### src/rtl/priority_irq_encoder.sv
// Registered priority interrupt encoder: sticky pending bits, per-source mask, one grant per valid/ready handshake.
// Optional macro PRIO_ROUND_ROBIN_EN replaces fixed highest-index priority with a rotating search.
module priority_irq_encoder #(
  parameter int N = 8,
  parameter int W = (N > 1) ? $clog2(N) : 1
) (
  input  logic         clk,
  input  logic         rst_n,
  input  logic [N-1:0] req,
  input  logic [N-1:0] mask,
  output logic [W-1:0] out_idx,
  output logic         out_valid,
  input  logic         out_ready,
  output logic [N-1:0] pending,
  output logic         idle
);

  typedef enum logic {
    IDLE    = 1'b0,
    PRESENT = 1'b1
  } state_t;

  state_t         state_r;
  state_t         state_s;
  logic [N-1:0]   pending_r;
  logic [N-1:0]   pending_s;
  logic [N-1:0]   elig_s;
  logic [N-1:0]   load_clr_s;
  logic [W-1:0]   sel_idx_s;
  logic [W-1:0]   out_idx_r;
  logic           out_valid_r;
  logic           load_s;
  logic           any_elig_s;

  assign elig_s     = pending_r & mask;
  assign any_elig_s = |elig_s;

`ifdef PRIO_ROUND_ROBIN_EN
  logic [W-1:0] last_grant_r;

  // Rotating search: pick the eligible source closest below last_grant, wrapping 0 -> N-1.
  always_comb begin
    int start_v;
    int dist_v;
    int best_v;
    sel_idx_s = '0;
    best_v    = N;
    if (last_grant_r == '0) begin
      start_v = N - 1;
    end else begin
      start_v = int'(last_grant_r) - 1;
    end
    for (int i = 0; i < N; i++) begin
      dist_v = (start_v >= i) ? (start_v - i) : (start_v - i + N);
      if (elig_s[i] && (dist_v < best_v)) begin
        best_v    = dist_v;
        sel_idx_s = W'(i);
      end else begin
        best_v    = best_v;
      end
    end
  end

  // Remember the most recently loaded grant as the rotation origin.
  always_ff @(posedge clk or negedge rst_n) begin
    if (!rst_n) begin
      last_grant_r <= '0;
    end else if (load_s) begin
      last_grant_r <= sel_idx_s;
    end
  end
`else
  // Fixed priority: the highest eligible index wins, later iterations override earlier ones.
  always_comb begin
    sel_idx_s = '0;
    for (int i = 0; i < N; i++) begin
      if (elig_s[i]) begin
        sel_idx_s = W'(i);
      end else begin
        sel_idx_s = sel_idx_s;
      end
    end
  end
`endif

  // One-hot clear for the bit being loaded into the output register this cycle.
  always_comb begin
    load_clr_s = '0;
    for (int i = 0; i < N; i++) begin
      load_clr_s[i] = load_s && (sel_idx_s == W'(i));
    end
  end

  // Next-state and load decision; req is OR-ed last so a same-cycle request survives the clear.
  always_comb begin
    state_s   = state_r;
    load_s    = 1'b0;
    case (state_r)
      IDLE: begin
        if (any_elig_s) begin
          load_s  = 1'b1;
          state_s = PRESENT;
        end else begin
          state_s = IDLE;
        end
      end
      PRESENT: begin
        if (out_ready) begin
          if (any_elig_s) begin
            load_s  = 1'b1;
            state_s = PRESENT;
          end else begin
            state_s = IDLE;
          end
        end else begin
          state_s = PRESENT;
        end
      end
      default: begin
        state_s = IDLE;
      end
    endcase
    pending_s = (pending_r & ~load_clr_s) | req;
  end

  // State, pending and presented-grant registers.
  always_ff @(posedge clk or negedge rst_n) begin
    if (!rst_n) begin
      state_r     <= IDLE;
      pending_r   <= '0;
      out_idx_r   <= '0;
      out_valid_r <= 1'b0;
    end else begin
      state_r     <= state_s;
      pending_r   <= pending_s;
      out_valid_r <= (state_s == PRESENT);
      if (load_s) begin
        out_idx_r <= sel_idx_s;
      end
    end
  end

  assign out_idx   = out_idx_r;
  assign out_valid = out_valid_r;
  assign pending   = pending_r;
  assign idle      = (state_r == IDLE) && !any_elig_s;

endmodule

### config.mk
export PLATFORM = sky130hd
export DESIGN_NAME = priority_irq_encoder
export DESIGN_NICKNAME = d
export VERILOG_FILES = /design/src/rtl/priority_irq_encoder.sv
export SDC_FILE = /design/constraint.sdc
export NUM_CORES = 1
export LEC_CHECK = 0
export BUFFER_PORTS_ARGS = -buffer_cell sky130_fd_sc_hd__buf_2
export CORE_UTILIZATION = 45
export CTS_BUF_LIST = sky130_fd_sc_hd__clkbuf_2
export CTS_CLUSTER_SIZE = 20
export DETAILED_ROUTE_END_ITERATION = 16
export HOLD_SLACK_MARGIN = 0.15
export PLACE_DENSITY = 0.8
export SYNTH_ARGS = -nofsm -noshare
export SYNTH_HDL_FRONTEND = slang
export SYNTH_SLANG_ARGS = --single-unit
### constraint.sdc
create_clock -name clk -period 1.96 [get_ports clk]
set_input_delay 0.392 -clock clk [delete_from_list [all_inputs] [get_ports clk]]
set_output_delay 0.392 -clock clk [all_outputs]
set_load 0.05 [all_outputs]
==> flow_results.org <==
** Status
- Status :: complete, no violations

** Floorplan
- The die covers 1500 um^2.
- 32 I/O pins were placed.
- The initialized floorplan defines 12 standard-cell rows.
- Core footprint :: between 1000 and 1500 um^2
- Height of the die :: roughly 39 um
- The initial utilization of the core area, before any placement, comes to 0.517.
- Die X :: 38.7 um

** Worst setup path
- Data required, critical path :: ~1.6 ns
- The slowest stage of the critical path belongs to the cell sky130_fd_sc_hd__dfrtp_1.
- RR Endpoint :: out_idx[0]$_DFFE_PN0P_
- Walking the worst path, the cells encountered are a22oi_2, nand4_1, nor2_2, buf_4.
- Worst path arrival time :: roughly 1.5 ns
- In this design, the stage delay of the slowest critical-path cell is approximately 0.43 ns.
- In this run the register-to-register setup slack is around 0.50 ns.
- CP Launch Type :: flip-flop
- Beginning of the worst register-to-register path :: pending[1]$_DFF_PN0_
- Maximum fanout count along the critical path :: 4
- The number of cells on the worst reg-to-reg path is 4.
- The worst setup path is captured at a primary output.
- Crit Path Category :: flip-flop to primary output

** Synth
- For this run, asynchronously set or reset flops after synthesis account for 1.00.
- After synthesis the cells add up to ~610 um^2.
- Yosys warns :: 0
- In the synthesized netlist the dominant register cell turns out to be sky130_fd_sc_hd__dfrtp_1.
- Of all cell types, the one taking the most synthesized area is sky130_fd_sc_hd__dfrtp_1.
- Most area-consuming cells after synthesis :: sky130_fd_sc_hd__dfrtp_1, sky130_fd_sc_hd__nor2_1, sky130_fd_sc_hd__nand2_1
- Of the post-synthesis cell area, the dominant cell type holds 0.496.
- Averaged over all synthesized cells, the footprint is 9.32 um^2.
- Counting flops and latches in the post-synthesis netlist gives 12.
- Synthesis produced a netlist with a net count of 84.
- Yosys mapped the design onto 19 distinct sky130hd cell types.
- Cells after synthesis :: 65
- For this run, the register share of the synthesized area comes to 0.496.
- Post-synth EDFFs :: 0

** Run
- The tool flagged a number of max-cap violations equal to 0.

** Timing
- Normalized max-slew margin :: 0.764
- Setup repair after global routing left no endpoint under its margin.
- Setup violations remaining at the end of the flow were counted as 0.
- For the finished layout, the period the worst path requires is about 1.8 ns.
- The final number of hold-violating endpoints is 0.
- Setup TNS :: 0 ns
- Final count of pins violating max slew :: 0
- For the pin with the worst max-slew slack, the measured transition is about 0.35 ns.
- Of the available clock period, the critical path in the final layout requires 0.942.
- Clock skew on the completed layout was measured at roughly 0.0043 ns.
- F_max :: 541 MHz

** Hold path
- Worst hold start :: req[7]
- Counting instances, the worst hold path has a depth of 2.
- Path category of the worst min-delay check :: input port to flip-flop
- Endpoint of the worst hold-timing path :: pending[7]$_DFF_PN0_

** Place
- Routability-driven placement finished with a final weighted congestion of 0.724.
- Inst Count DP :: 111
- Count of input and output buffers :: 31
- Summed over all nets, the half-perimeter wirelength after detailed placement is 1130 um.

** Finish
- Relative to the synthesized area, the layout overhead comes to 36.2%.
- Layout Nets :: roughly 120
- Of the cells placed in the final design, the portion with a size suffix greater than 1 is 0.416.
- The number of antenna diodes in the final layout is 0.
- Layout Cells excl Fill :: 115
- Count of fill cells added during filler insertion :: 95

** GRT
- Initial antenna violation count :: 0
- Entering global routing, the biggest net connects 13 pins.
- Wire length of the first global-routing pass :: between 2000 and 2500 um
- Global-route usage over all layers :: 0.233
- Vias in the first global route :: ~580
- For this run the aggregate overflow at the end of global routing stands at 0.

** Clock network
- Clock tree synthesis selected as its root buffer the cell sky130_fd_sc_hd__clkbuf_2.
- Clock-pin slew was measured on the worst setup and hold paths at 0.11 ns.
- Number of H-tree branching levels :: 1
- Clock tree from TritonCTS :: yes
- The longest clock path from root to sink contains 2 buffers.
- Worst-Skew Late Latency :: ~0.27 ns
- The number of clock buffers added by TritonCTS is 3.
- Setup Buffers After CTS :: 0
- CTS sink count :: 12

** Detailed routing
- Number of vias per cell after detailed routing :: a little under 6
- In this run the remaining antenna-violating nets after routing total 0.
- The final route contains a little under 700 vias.
- DRC violation count after routing :: 0
- In the final routed layout, each cell accounts on average for approximately 13 um.
- The pre-antenna-repair detailed-routing pass consisted of 4 iterations.
- The routed design has 1480 um of wire.
- The detailed router finished its first iteration with 13 violations.

** Power
- Static leakage :: around 0.37 nW
- The design draws ~0.56 mW.
- Power Density :: between 600 and 700 nW/um^2
- Max rail drop VDD :: between 0.4 and 0.5 mV
-- synth_stat cells, types with 2 or more instances --
master                      n
sky130_fd_sc_hd__nor2_1    13
sky130_fd_sc_hd__a22oi_2    2
sky130_fd_sc_hd__nand4_1    2
sky130_fd_sc_hd__a21oi_1    4
sky130_fd_sc_hd__a31oi_1    3
sky130_fd_sc_hd__a32o_1     2
sky130_fd_sc_hd__nand2b_1   3
sky130_fd_sc_hd__nand2_1   11
sky130_fd_sc_hd__a22o_1     3
sky130_fd_sc_hd__dfrtp_1   12
sky130_fd_sc_hd__a22oi_1    2
-- cell families (layout without fill, tap and decap cells) --
family	after synthesis	in the layout	share of synthesized area
muxes	1	1	0.0186
and+or+nand+nor	32	32	0.231
AOI/OAI and AO/OA	19	19	0.248
DFF	12	12	0.496
buffers and inverters	1	37	0.00619
-- worst max-delay path by stage --
stage / to / depth (start not counted) / start / slack [ns]
final: idle / 4 / pending[1]$_DFF_PN0_ / 0.11
after floorplan: idle / 3 / pending[4]$_DFF_PN0_ / 0.02
after detailed placement: idle / 5 / mask[1] / 0.22
after global placement: idle / 5 / mask[1] / 0.28
after global routing: idle / 4 / pending[3]$_DFF_PN0_ / 0.004
after CTS: idle / 4 / pending[1]$_DFF_PN0_ / 0.05
-- final cells by class --
type,count,area (um^2),area share
repair buffers,34,183,0.222
clock buffers,3,15.0,0.0182
flip-flops and latches,12,300,0.364
multi-input cells,52,309,0.375
well taps,14,17.5,0.0212
-- timing repair --
item                                    in CTS  in global routing
endpoints found under the setup margin       1                  1
hold buffers                                 1                  0
endpoints found under the hold margin       12                  0
gates resized for setup                      1                  1
cloned                                       0                  0
-- report_power, final --
group          internal [mW]  leakage (nW)  switching (mW)  total (mW)
combinational         0.0554         0.241           0.106       0.161
clock                 0.0417        0.0125          0.0819       0.124
sequential             0.262         0.115          0.0112       0.273
total                  0.359         0.368           0.199       0.558
-- worst max-delay path: cells and delay by family (launching register included) --
| kind | cells | cell delay, ns |
|---|---|---|
| AND/OR/NAND/NOR | 2 | 0.30 |
| buffers and inverters | 1 | 0.20 |
| flip-flops | 1 | 0.43 |
| AO/OA/AOI/OAI | 1 | 0.24 |
-- stage by stage --
stage	setup slack (ns)	cell area, um^2	util	hold WS, ns
finish	0.113	825	0.704	0.280
global route	0.00391	825	0.704	0.290
CTS	0.0535	820	0.700	0.290
detailed placement	0.224	792	0.676	0.285
global placement	0.277	792	0.676	0.285
floorplan	0.0212	608	-	0.0964
-- registers in the layout, indices dropped and copies added (netlist names) --
signal,flops
out_idx,3
out_valid,1
pending,8
-- metal layers --
| layer | share of wire | global-route usage | wire [um] |
|---|---|---|---|
| met4 | 0.023 | 0.129 | 34 |
| met2 | 0.49 | 0.392 | 720 |
| met1 | 0.42 | 0.269 | 614 |
| met3 | 0.074 | 0.0520 | 110 |
| met5 | 0 | 0 | 0 |
-- placed cells by master, fill, tap and decap left out, types with 2 or more instances in the layout --
| master | n |
|---|---|
| sky130_fd_sc_hd__nor2_1 | 12 |
| sky130_fd_sc_hd__nand2b_1 | 3 |
| sky130_fd_sc_hd__buf_4 | 3 |
| sky130_fd_sc_hd__a31oi_1 | 3 |
| sky130_fd_sc_hd__a22o_1 | 3 |
| sky130_fd_sc_hd__a21oi_1 | 4 |
| sky130_fd_sc_hd__nand4_1 | 2 |
| sky130_fd_sc_hd__a22oi_2 | 3 |
| sky130_fd_sc_hd__nand2_1 | 11 |
| sky130_fd_sc_hd__a32o_1 | 2 |
| sky130_fd_sc_hd__clkbuf_2 | 3 |
| sky130_fd_sc_hd__buf_2 | 30 |
| sky130_fd_sc_hd__dfrtp_1 | 12 |
Note: power is estimated with default switching activity, not from simulation.
